$ cat src/rtl/arm_ctrl_pkg.sv
// Shared encodings for the ARMv4 single-cycle control unit: ALU ops, opcode
// classes, data-processing commands, condition codes and FSM states.
package arm_ctrl_pkg;

  localparam logic [3:0] ALU_ADD = 4'b0000;
  localparam logic [3:0] ALU_SUB = 4'b0001;
  localparam logic [3:0] ALU_AND = 4'b0010;
  localparam logic [3:0] ALU_ORR = 4'b0011;
  localparam logic [3:0] ALU_EOR = 4'b0100;
  localparam logic [3:0] ALU_MOV = 4'b0101;

  localparam logic [1:0] OP_DP  = 2'b00;
  localparam logic [1:0] OP_MEM = 2'b01;
  localparam logic [1:0] OP_B   = 2'b10;

  localparam logic [3:0] CMD_AND = 4'b0000;
  localparam logic [3:0] CMD_EOR = 4'b0001;
  localparam logic [3:0] CMD_SUB = 4'b0010;
  localparam logic [3:0] CMD_ADD = 4'b0100;
  localparam logic [3:0] CMD_CMP = 4'b1010;
  localparam logic [3:0] CMD_ORR = 4'b1100;
  localparam logic [3:0] CMD_MOV = 4'b1101;

  localparam logic [3:0] COND_EQ = 4'b0000;
  localparam logic [3:0] COND_NE = 4'b0001;
  localparam logic [3:0] COND_CS = 4'b0010;
  localparam logic [3:0] COND_CC = 4'b0011;
  localparam logic [3:0] COND_MI = 4'b0100;
  localparam logic [3:0] COND_PL = 4'b0101;
  localparam logic [3:0] COND_VS = 4'b0110;
  localparam logic [3:0] COND_VC = 4'b0111;
  localparam logic [3:0] COND_HI = 4'b1000;
  localparam logic [3:0] COND_LS = 4'b1001;
  localparam logic [3:0] COND_GE = 4'b1010;
  localparam logic [3:0] COND_LT = 4'b1011;
  localparam logic [3:0] COND_GT = 4'b1100;
  localparam logic [3:0] COND_LE = 4'b1101;
  localparam logic [3:0] COND_AL = 4'b1110;

  typedef enum logic [0:0] {
    EXEC     = 1'b0,
    MEM_WAIT = 1'b1
  } state_e;

endpackage

$ cat src/rtl/arm_mem_stall_controller_if.sv
// Instruction/flag inputs, control word outputs and data-memory handshake
// between the control unit (master) and the datapath/memory side (slave).
interface arm_mem_stall_controller_if;
  logic [31:0] Instruction;
  logic [3:0]  ALUFlags;
  logic        mem_ack;
  logic [1:0]  RegSrc;
  logic        RegWrite;
  logic [1:0]  ImmSrc;
  logic        ALUSrc;
  logic [3:0]  ALUControl;
  logic        MemtoReg;
  logic        PCSrc;
  logic        MemWrite;
  logic        mem_req;
  logic        PCWrite;
  logic [3:0]  Flags;
  logic        mem_err;

  modport master (
    input  Instruction, ALUFlags, mem_ack,
    output RegSrc, RegWrite, ImmSrc, ALUSrc, ALUControl, MemtoReg, PCSrc,
           MemWrite, mem_req, PCWrite, Flags, mem_err
  );

  modport slave (
    output Instruction, ALUFlags, mem_ack,
    input  RegSrc, RegWrite, ImmSrc, ALUSrc, ALUControl, MemtoReg, PCSrc,
           MemWrite, mem_req, PCWrite, Flags, mem_err
  );
endinterface

$ cat src/rtl/arm_cond_unit.sv
// NZCV flag register and condition evaluation; flag writes are masked so
// logical ops touch only N/Z while arithmetic ops load all four.
module arm_cond_unit
  import arm_ctrl_pkg::*;
(
  input  logic       clk,
  input  logic       reset,
  input  logic [3:0] cond,
  input  logic [3:0] alu_flags,
  input  logic       wr_nz,
  input  logic       wr_cv,
  output logic [3:0] flags,
  output logic       cond_ex
);
  logic [3:0] flags_d, flags_q;
  logic       n, z, c, v;

  assign {n, z, c, v} = flags_q;

  always_comb begin
    case (cond)
      COND_EQ: cond_ex = z;
      COND_NE: cond_ex = ~z;
      COND_CS: cond_ex = c;
      COND_CC: cond_ex = ~c;
      COND_MI: cond_ex = n;
      COND_PL: cond_ex = ~n;
      COND_VS: cond_ex = v;
      COND_VC: cond_ex = ~v;
      COND_HI: cond_ex = c & ~z;
      COND_LS: cond_ex = ~c | z;
      COND_GE: cond_ex = (n == v);
      COND_LT: cond_ex = (n != v);
      COND_GT: cond_ex = ~z & (n == v);
      COND_LE: cond_ex = z | (n != v);
      COND_AL: cond_ex = 1'b1;
      default: cond_ex = 1'b0;
    endcase
  end

  // New flags only become visible to the following instruction's condition.
  always_comb begin
    flags_d = flags_q;
    if (cond_ex && wr_nz) flags_d[3:2] = alu_flags[3:2];
    if (cond_ex && wr_cv) flags_d[1:0] = alu_flags[1:0];
  end

  always_ff @(posedge clk or negedge reset) begin
    if (!reset) flags_q <= '0;
    else        flags_q <= flags_d;
  end

  assign flags = flags_q;
endmodule

$ cat src/rtl/arm_mem_stall_controller.sv
// ARMv4 control unit: instruction decode, conditional execution and a
// two-state stall FSM for the data-memory request/acknowledge handshake.
module arm_mem_stall_controller
  import arm_ctrl_pkg::*;
#(
  parameter int MEM_TIMEOUT = 16,
  parameter int CNT_W       = 5
) (
  input  logic                          clk,
  input  logic                          reset,
  arm_mem_stall_controller_if.master    bus
);
  localparam logic [CNT_W:0] TMO_LIM = (CNT_W+1)'(MEM_TIMEOUT);

  logic [1:0] op;
  logic [3:0] cmd;
  logic       i_bit, s_bit, l_bit, u_bit, rd15;
  logic       is_mem, is_b;
  logic [1:0] reg_src, imm_src;
  logic       alu_src;
  logic [3:0] alu_ctl;
  logic       writes_rd, arith, cmd_ok;
  logic       wr_nz, wr_cv, cond_ex;
  logic [3:0] flags;
  logic       reg_write, pc_write, pc_src, mem_write, mem_req, mem_to_reg;
  state_e     state_d, state_q;
  logic [CNT_W-1:0] cnt_d, cnt_q;
  logic [CNT_W:0]   cnt_inc;
  logic       err_d, err_q, tmo_hit;
  logic       unused_instr;

  assign op     = bus.Instruction[27:26];
  assign cmd    = bus.Instruction[24:21];
  assign i_bit  = bus.Instruction[25];
  assign s_bit  = bus.Instruction[20];
  assign l_bit  = bus.Instruction[20];
  assign u_bit  = bus.Instruction[23];
  assign rd15   = (bus.Instruction[15:12] == 4'hF);
  assign is_mem = (op == OP_MEM);
  assign is_b   = (op == OP_B);
  assign unused_instr = ^{bus.Instruction[19:16], bus.Instruction[11:0]};

  always_comb begin
    reg_src   = 2'b00;
    imm_src   = 2'b00;
    alu_src   = 1'b0;
    alu_ctl   = ALU_ADD;
    writes_rd = 1'b0;
    arith     = 1'b0;
    cmd_ok    = 1'b0;
    case (op)
      OP_DP: begin
        alu_src = i_bit;
        cmd_ok  = 1'b1;
        case (cmd)
          CMD_ADD: begin alu_ctl = ALU_ADD; writes_rd = 1'b1; arith = 1'b1; end
          CMD_SUB: begin alu_ctl = ALU_SUB; writes_rd = 1'b1; arith = 1'b1; end
          CMD_AND: begin alu_ctl = ALU_AND; writes_rd = 1'b1; end
          CMD_ORR: begin alu_ctl = ALU_ORR; writes_rd = 1'b1; end
          CMD_EOR: begin alu_ctl = ALU_EOR; writes_rd = 1'b1; end
          CMD_MOV: begin alu_ctl = ALU_MOV; writes_rd = 1'b1; end
          CMD_CMP: begin alu_ctl = ALU_SUB; arith = 1'b1; end
          default: cmd_ok = 1'b0;
        endcase
      end
      OP_MEM: begin
        imm_src = 2'b01;
        alu_src = 1'b1;
        reg_src = {~l_bit, 1'b0};
        alu_ctl = u_bit ? ALU_ADD : ALU_SUB;
      end
      OP_B: begin
        reg_src = 2'b01;
        imm_src = 2'b10;
        alu_src = 1'b1;
      end
      default: ;
    endcase
  end

  // CMP always updates flags; the other supported commands only with S set.
  assign wr_nz = (op == OP_DP) & cmd_ok & (s_bit | (cmd == CMD_CMP));
  assign wr_cv = wr_nz & arith;

  arm_cond_unit u_cond (
    .clk       (clk),
    .reset     (reset),
    .cond      (bus.Instruction[31:28]),
    .alu_flags (bus.ALUFlags),
    .wr_nz     (wr_nz),
    .wr_cv     (wr_cv),
    .flags     (flags),
    .cond_ex   (cond_ex)
  );

  assign cnt_inc = {1'b0, cnt_q} + {{CNT_W{1'b0}}, 1'b1};
  assign tmo_hit = (MEM_TIMEOUT != 0) && (cnt_inc >= TMO_LIM);

  always_comb begin
    state_d    = state_q;
    cnt_d      = cnt_q;
    err_d      = err_q;
    reg_write  = 1'b0;
    pc_write   = 1'b1;
    pc_src     = 1'b0;
    mem_write  = 1'b0;
    mem_req    = 1'b0;
    mem_to_reg = 1'b0;
    case (state_q)
      EXEC: begin
        if (is_mem && cond_ex) begin
          mem_req   = 1'b1;
          mem_write = ~l_bit;
          if (bus.mem_ack) begin
            reg_write  = l_bit;
            mem_to_reg = l_bit;
            pc_src     = l_bit & rd15;
          end else begin
            pc_write = 1'b0;
            state_d  = MEM_WAIT;
            cnt_d    = {{(CNT_W-1){1'b0}}, 1'b1};
          end
        end else begin
          reg_write = cond_ex & writes_rd;
          pc_src    = cond_ex & (is_b | (writes_rd & rd15));
        end
      end
      MEM_WAIT: begin
        // An ack arriving in the timeout cycle still commits the access.
        if (bus.mem_ack) begin
          mem_req    = 1'b1;
          mem_write  = ~l_bit;
          reg_write  = l_bit;
          mem_to_reg = l_bit;
          pc_src     = l_bit & rd15;
          state_d    = EXEC;
          cnt_d      = '0;
        end else if (tmo_hit) begin
          err_d   = 1'b1;
          state_d = EXEC;
          cnt_d   = '0;
        end else begin
          mem_req   = 1'b1;
          mem_write = ~l_bit;
          pc_write  = 1'b0;
          cnt_d     = cnt_inc[CNT_W-1:0];
        end
      end
      default: state_d = EXEC;
    endcase
  end

  always_ff @(posedge clk or negedge reset) begin
    if (!reset) begin
      state_q <= EXEC;
      cnt_q   <= '0;
      err_q   <= 1'b0;
    end else begin
      state_q <= state_d;
      cnt_q   <= cnt_d;
      err_q   <= err_d;
    end
  end

  // Reset gates every output combinationally so a request drops at once.
  assign bus.RegSrc     = reset ? reg_src    : 2'b00;
  assign bus.ImmSrc     = reset ? imm_src    : 2'b00;
  assign bus.ALUSrc     = reset & alu_src;
  assign bus.ALUControl = reset ? alu_ctl    : 4'b0000;
  assign bus.RegWrite   = reset & reg_write;
  assign bus.MemtoReg   = reset & mem_to_reg;
  assign bus.PCSrc      = reset & pc_src;
  assign bus.MemWrite   = reset & mem_write;
  assign bus.mem_req    = reset & mem_req;
  assign bus.PCWrite    = reset & pc_write;
  assign bus.Flags      = reset ? flags      : 4'b0000;
  assign bus.mem_err    = reset & err_q;
endmodule

$ cat src/flat_wrapper.sv
// flat-port wrapper written by rule: the top's interface ports become plain ports
module arm_mem_stall_controller_flat import arm_ctrl_pkg::*;
#(
  parameter int MEM_TIMEOUT = 16,
  parameter int CNT_W       = 5
)
  (clk, reset, bus_Instruction, bus_ALUFlags, bus_mem_ack, bus_RegSrc, bus_RegWrite, bus_ImmSrc, bus_ALUSrc, bus_ALUControl, bus_MemtoReg, bus_PCSrc, bus_MemWrite, bus_mem_req, bus_PCWrite, bus_Flags, bus_mem_err);
  arm_mem_stall_controller_if bus_i ();
  input  logic clk;
  input  logic reset;
  input wire logic [$bits(bus_i.Instruction)-1:0] bus_Instruction;
  input wire logic [$bits(bus_i.ALUFlags)-1:0] bus_ALUFlags;
  input wire logic [$bits(bus_i.mem_ack)-1:0] bus_mem_ack;
  output wire logic [$bits(bus_i.RegSrc)-1:0] bus_RegSrc;
  output wire logic [$bits(bus_i.RegWrite)-1:0] bus_RegWrite;
  output wire logic [$bits(bus_i.ImmSrc)-1:0] bus_ImmSrc;
  output wire logic [$bits(bus_i.ALUSrc)-1:0] bus_ALUSrc;
  output wire logic [$bits(bus_i.ALUControl)-1:0] bus_ALUControl;
  output wire logic [$bits(bus_i.MemtoReg)-1:0] bus_MemtoReg;
  output wire logic [$bits(bus_i.PCSrc)-1:0] bus_PCSrc;
  output wire logic [$bits(bus_i.MemWrite)-1:0] bus_MemWrite;
  output wire logic [$bits(bus_i.mem_req)-1:0] bus_mem_req;
  output wire logic [$bits(bus_i.PCWrite)-1:0] bus_PCWrite;
  output wire logic [$bits(bus_i.Flags)-1:0] bus_Flags;
  output wire logic [$bits(bus_i.mem_err)-1:0] bus_mem_err;
  assign bus_i.Instruction = bus_Instruction;
  assign bus_i.ALUFlags = bus_ALUFlags;
  assign bus_i.mem_ack = bus_mem_ack;
  assign bus_RegSrc = bus_i.RegSrc;
  assign bus_RegWrite = bus_i.RegWrite;
  assign bus_ImmSrc = bus_i.ImmSrc;
  assign bus_ALUSrc = bus_i.ALUSrc;
  assign bus_ALUControl = bus_i.ALUControl;
  assign bus_MemtoReg = bus_i.MemtoReg;
  assign bus_PCSrc = bus_i.PCSrc;
  assign bus_MemWrite = bus_i.MemWrite;
  assign bus_mem_req = bus_i.mem_req;
  assign bus_PCWrite = bus_i.PCWrite;
  assign bus_Flags = bus_i.Flags;
  assign bus_mem_err = bus_i.mem_err;
  arm_mem_stall_controller #(.MEM_TIMEOUT(MEM_TIMEOUT), .CNT_W(CNT_W)) u_core (.clk(clk), .reset(reset), .bus(bus_i));
endmodule
$ cat config.mk
export PLATFORM = sky130hd
export DESIGN_NAME = arm_mem_stall_controller_flat
export DESIGN_NICKNAME = d
export VERILOG_FILES = /design/src/rtl/arm_ctrl_pkg.sv /design/src/rtl/arm_mem_stall_controller_if.sv /design/src/rtl/arm_cond_unit.sv /design/src/rtl/arm_mem_stall_controller.sv /design/src/flat_wrapper.sv
export SDC_FILE = /design/constraint.sdc
export NUM_CORES = 1
export LEC_CHECK = 0
export ABC_AREA = 1
export BUFFER_PORTS_ARGS = -buffer_cell sky130_fd_sc_hd__buf_2
export CORE_ASPECT_RATIO = 0.7
export CORE_UTILIZATION = 46
export CTS_CLUSTER_DIAMETER = 100
export DETAILED_ROUTE_END_ITERATION = 16
export GPL_TIMING_DRIVEN = 1
export PLACE_DENSITY = 0.88
export SLEW_MARGIN = 5
export SYNTH_ARGS = -nofsm -noshare
export SYNTH_HDL_FRONTEND = slang
export SYNTH_HIERARCHICAL = 1
export SYNTH_SLANG_ARGS = --single-unit
export TNS_END_PERCENT = 10
$ cat constraint.sdc
create_clock -name clk -period 2.4 [get_ports clk]
set_clock_uncertainty 0.05 [all_clocks]
set_input_delay 0.48 -clock clk [delete_from_list [all_inputs] [get_ports clk]]
set_output_delay 0.48 -clock clk [all_outputs]
set_load 0.02 [all_outputs]
==> metrics.md <==
| Metric | Value |
|---|---|
| Initial antenna violation count | `0` |
| Seq/Total Area, Yosys | `0.230` |
| Congestion Overflow GR | `0` |
| Buffers on Ports | `41` |
| Clk Tree Root Cell | `clkbuf_8` |
| Syn nets | `251` |
| TritonCTS clock tree | `done` |
| First-pass GRT wire length | `4.66 mm` |
| DR pass1 iterations | `4` |
| Compound-Gate Fraction of Synth Area | `0.0711` |
| Initial core utilization | `0.487` |
| Class of the most critical hold timing path | `primary input to async pin` |
| Area grow syn2layout | `30.5%` |
| Post-Synth Adder-Cell Area | `0.0627` |
| Via count | `1384` |
| Syn_area_per_cell | `5.81 sq um` |
| Simple-Gate Fraction of Synth Area | `0.481` |
| Ranking of synthesized cells by area | `dfrtp_1, nand2_1, inv_1` |
| Number of global-route vias before repair | `1142` |
| Cells after synthesis | `206` |
| Peak VDD IR | `0.000168 V` |
| Maximum fanout along the worst path | `5` |
| CTS max path bufs | `2` |
| Status | `complete, but fails checks` |
| Final WS setup | `-10.2 ps` |
| Clk slew on worst S/H paths | `50 ps` |
| CP Class | `register to primary output` |
| Cts bufs inserted | `3` |
| Synth top area share | `0.230` |
| Final wirelength | `2.93 mm` |
| Yosys top cell by area | `dfrtp_1` |
| Rows | `15` |
| Fin. Hold Viols | `0` |
| Final Critical Period | `2410 ps` |
| Leakage | `0.975 nW` |
| Hold-fix buffers at CTS | `0` |
| Arrival @ worst endpoint | `1880 ps` |
| Via density | `4.81` |
| Power per cell area | `438 nW/um^2` |
| RSZ-0062 raised after global routing | `yes` |
| Top achievable clock speed | `415 MHz` |
| Share of layout cells above drive strength 1 | `0.343` |
| Max Slew Vio Count | `0` |
| Hold_ws | `208 ps` |
| Core region area | `2460 sq um` |
| Post-synth cell types | `24` |
| Htree depth | `1` |
| Initial DRC count | `95` |
| Post-Syn Area | `1200 sq um` |
| Combinational family with the most area after synthesis | `simple AND/OR/NAND/NOR gates` |
| Overall power | `0.685 mW` |
| TNS Setup | `-10.2 ps` |
| Failing checks | `negative setup slack` |
| Pin count of the biggest net entering global routing | `18` |
| GP Congestion | `0.819` |
| Num ports | `59` |
| FF-to-FF setup slack | `530 ps` |
| Die Ht | `44.7 um` |
| Nets | `300` |
| Later-pin clock latency in the skew report | `240 ps` |
| Setup-failing EPs final | `1` |
| ANT cells | `0` |
| Detail Route Antenna Nets | `0` |
| Seq cells post-synth | `11` |
| Die area | `2810 sq um` |
| Sink Count | `11` |
| GRT Resource Usage Total | `0.211` |
| Startpoint types | `register` |
| Avg WL per Cell | `10.2 um` |
| Die X | `63.0 um` |
| Mux share of post-synthesis cell area | `0` |
| Crit share post-route | `1.00` |
| Max Cap Viol | `0` |
| DRC viols | `0` |
| Post-synthesis xor/xnor area fraction | `0.0146` |
| Fillers | `239` |
| Ys Warns | `6` |
| Critical Path End Type | `primary output` |
| Post-DP HPWL | `2.33 mm` |
| CP Data Required Time | `1870 ps` |
-- metal layers --
metal	vias to the layer above	share of wire	global-route usage
met1	612	0.47	0.282
li1	725	-	-
met5	-	0	0
met4	0	0	0.0605
met2	47	0.46	0.346
met3	0	0.067	0.0464
-- worst max-delay path, stage by stage (launching register included) --
cell	delay, ps
dfrtp_2	430
inv_2	100
nand2_2	60
nand3_2	70
nand2_1	50
nand2_1	50
nand2_1	60
nor2_2	160
nand2_2	100
nand2_2	80
nand2_2	40
inv_2	70
nor2_4	40
nand2_2	70
inv_2	40
nand2_1	50
nand2_1	60
buf_6	130
-- power breakdown --
part,internal (mW),total (mW),switching (mW)
logic,0.0982,0.250,0.152
registers,0.213,0.247,0.0339
clock network,0.117,0.187,0.0704
-- path summary, 6_finish.rpt --
path,start,to,cells past startpoint
setup reg to reg,u_core/u_cond/flags[3],u_core/cnt_q[3],14
hold reg to reg,u_core/err_q,u_core/err_q,2
max in group asynchronous,reset,u_core/u_cond/flags[1],2
hold / removal,reset,u_core/cnt_q[3],2
setup / recovery,u_core/u_cond/flags[3],bus_PCSrc,17
min in group clk,bus_ALUFlags[3],u_core/u_cond/flags[3],3
-- cells by family after synthesis --
logic type | count (synthesis)
other | 1
AOI/OAI and AO/OA | 13
xor gates and xnor gates | 2
adders and majority gates | 6
and+or+nand+nor | 132
DFF | 11
buffers and inverters | 41
-- state kept, by name, indices dropped and copies added, names as in the netlist --
signal               count
u_core/cnt_q             5
u_core/u_cond/flags      4
u_core/err_q             1
u_core/state_q           1
-- cell usage after synthesis (all sizes together) --
library cell,count
o21ai,6
a21oi,5
nor3,3
buf,3
conb,1
a21boi,1
xor2,2
nand3b,1
dfrtp,11
o21bai,1
nor4,1
ha,6
inv,38
nor2,26
nand2,79
nand3,22
-- timing repair --
action | CTS | global route
resized for setup | 0 | 24
endpoints found under the hold margin | 0 | 0
buffers inserted | 2 | 2
cloned | 0 | 0
setup endpoints to repair | 2 | 6
pin swaps | 0 | 5
-- layout make-up --
| type | count | area [sq um] | share of cell area |
|---|---|---|---|
| sequential | 11 | 280 | 0.179 |
| inverter | 38 | 143 | 0.0913 |
| timing repair buffer | 47 | 265 | 0.170 |
| clock buffer | 4 | 45.0 | 0.0288 |
| tap | 34 | 42.5 | 0.0272 |
| multi-input combinational | 154 | 787 | 0.504 |
-- placed cells by master (no fill, tap or decap) --
| cell | instances |
|---|---|
| nand2_1 | 67 |
| buf_2 | 38 |
| inv_1 | 32 |
| nor2_1 | 19 |
| nand3_1 | 18 |
| nand2_2 | 12 |
| buf_4 | 7 |
| dfrtp_1 | 7 |
| inv_2 | 6 |
| nor2_2 | 6 |
| ha_1 | 6 |
| nand3_2 | 4 |
| dfrtp_2 | 4 |
| clkbuf_8 | 3 |
| o21ai_1 | 3 |
| a21oi_1 | 3 |
| nor3_1 | 3 |
| buf_6 | 2 |
| a21oi_2 | 2 |
| o21ai_2 | 2 |
| xor2_1 | 2 |
| clkbuf_1 | 1 |
| o21ai_0 | 1 |
| a21boi_0 | 1 |
| nor2_4 | 1 |
| o21bai_1 | 1 |
| nor4_1 | 1 |
| conb_1 | 1 |
| nand3b_1 | 1 |
-- per-stage QoR --
step / instances / utilization / area (sq um) / worst slack (ps)
2_1_floorplan: 206 / - / 1200 / 26.9
3_3_place_gp: 280 / 0.585 / 1440 / 17.9
3_5_place_dp: 280 / 0.585 / 1440 / 12.0
4_1_cts: 286 / 0.609 / 1500 / 0.594
5_1_grt: 288 / 0.636 / 1560 / -145
6_report: 288 / 0.636 / 1560 / -10.2
Note: power is estimated with default switching activity, not from simulation.
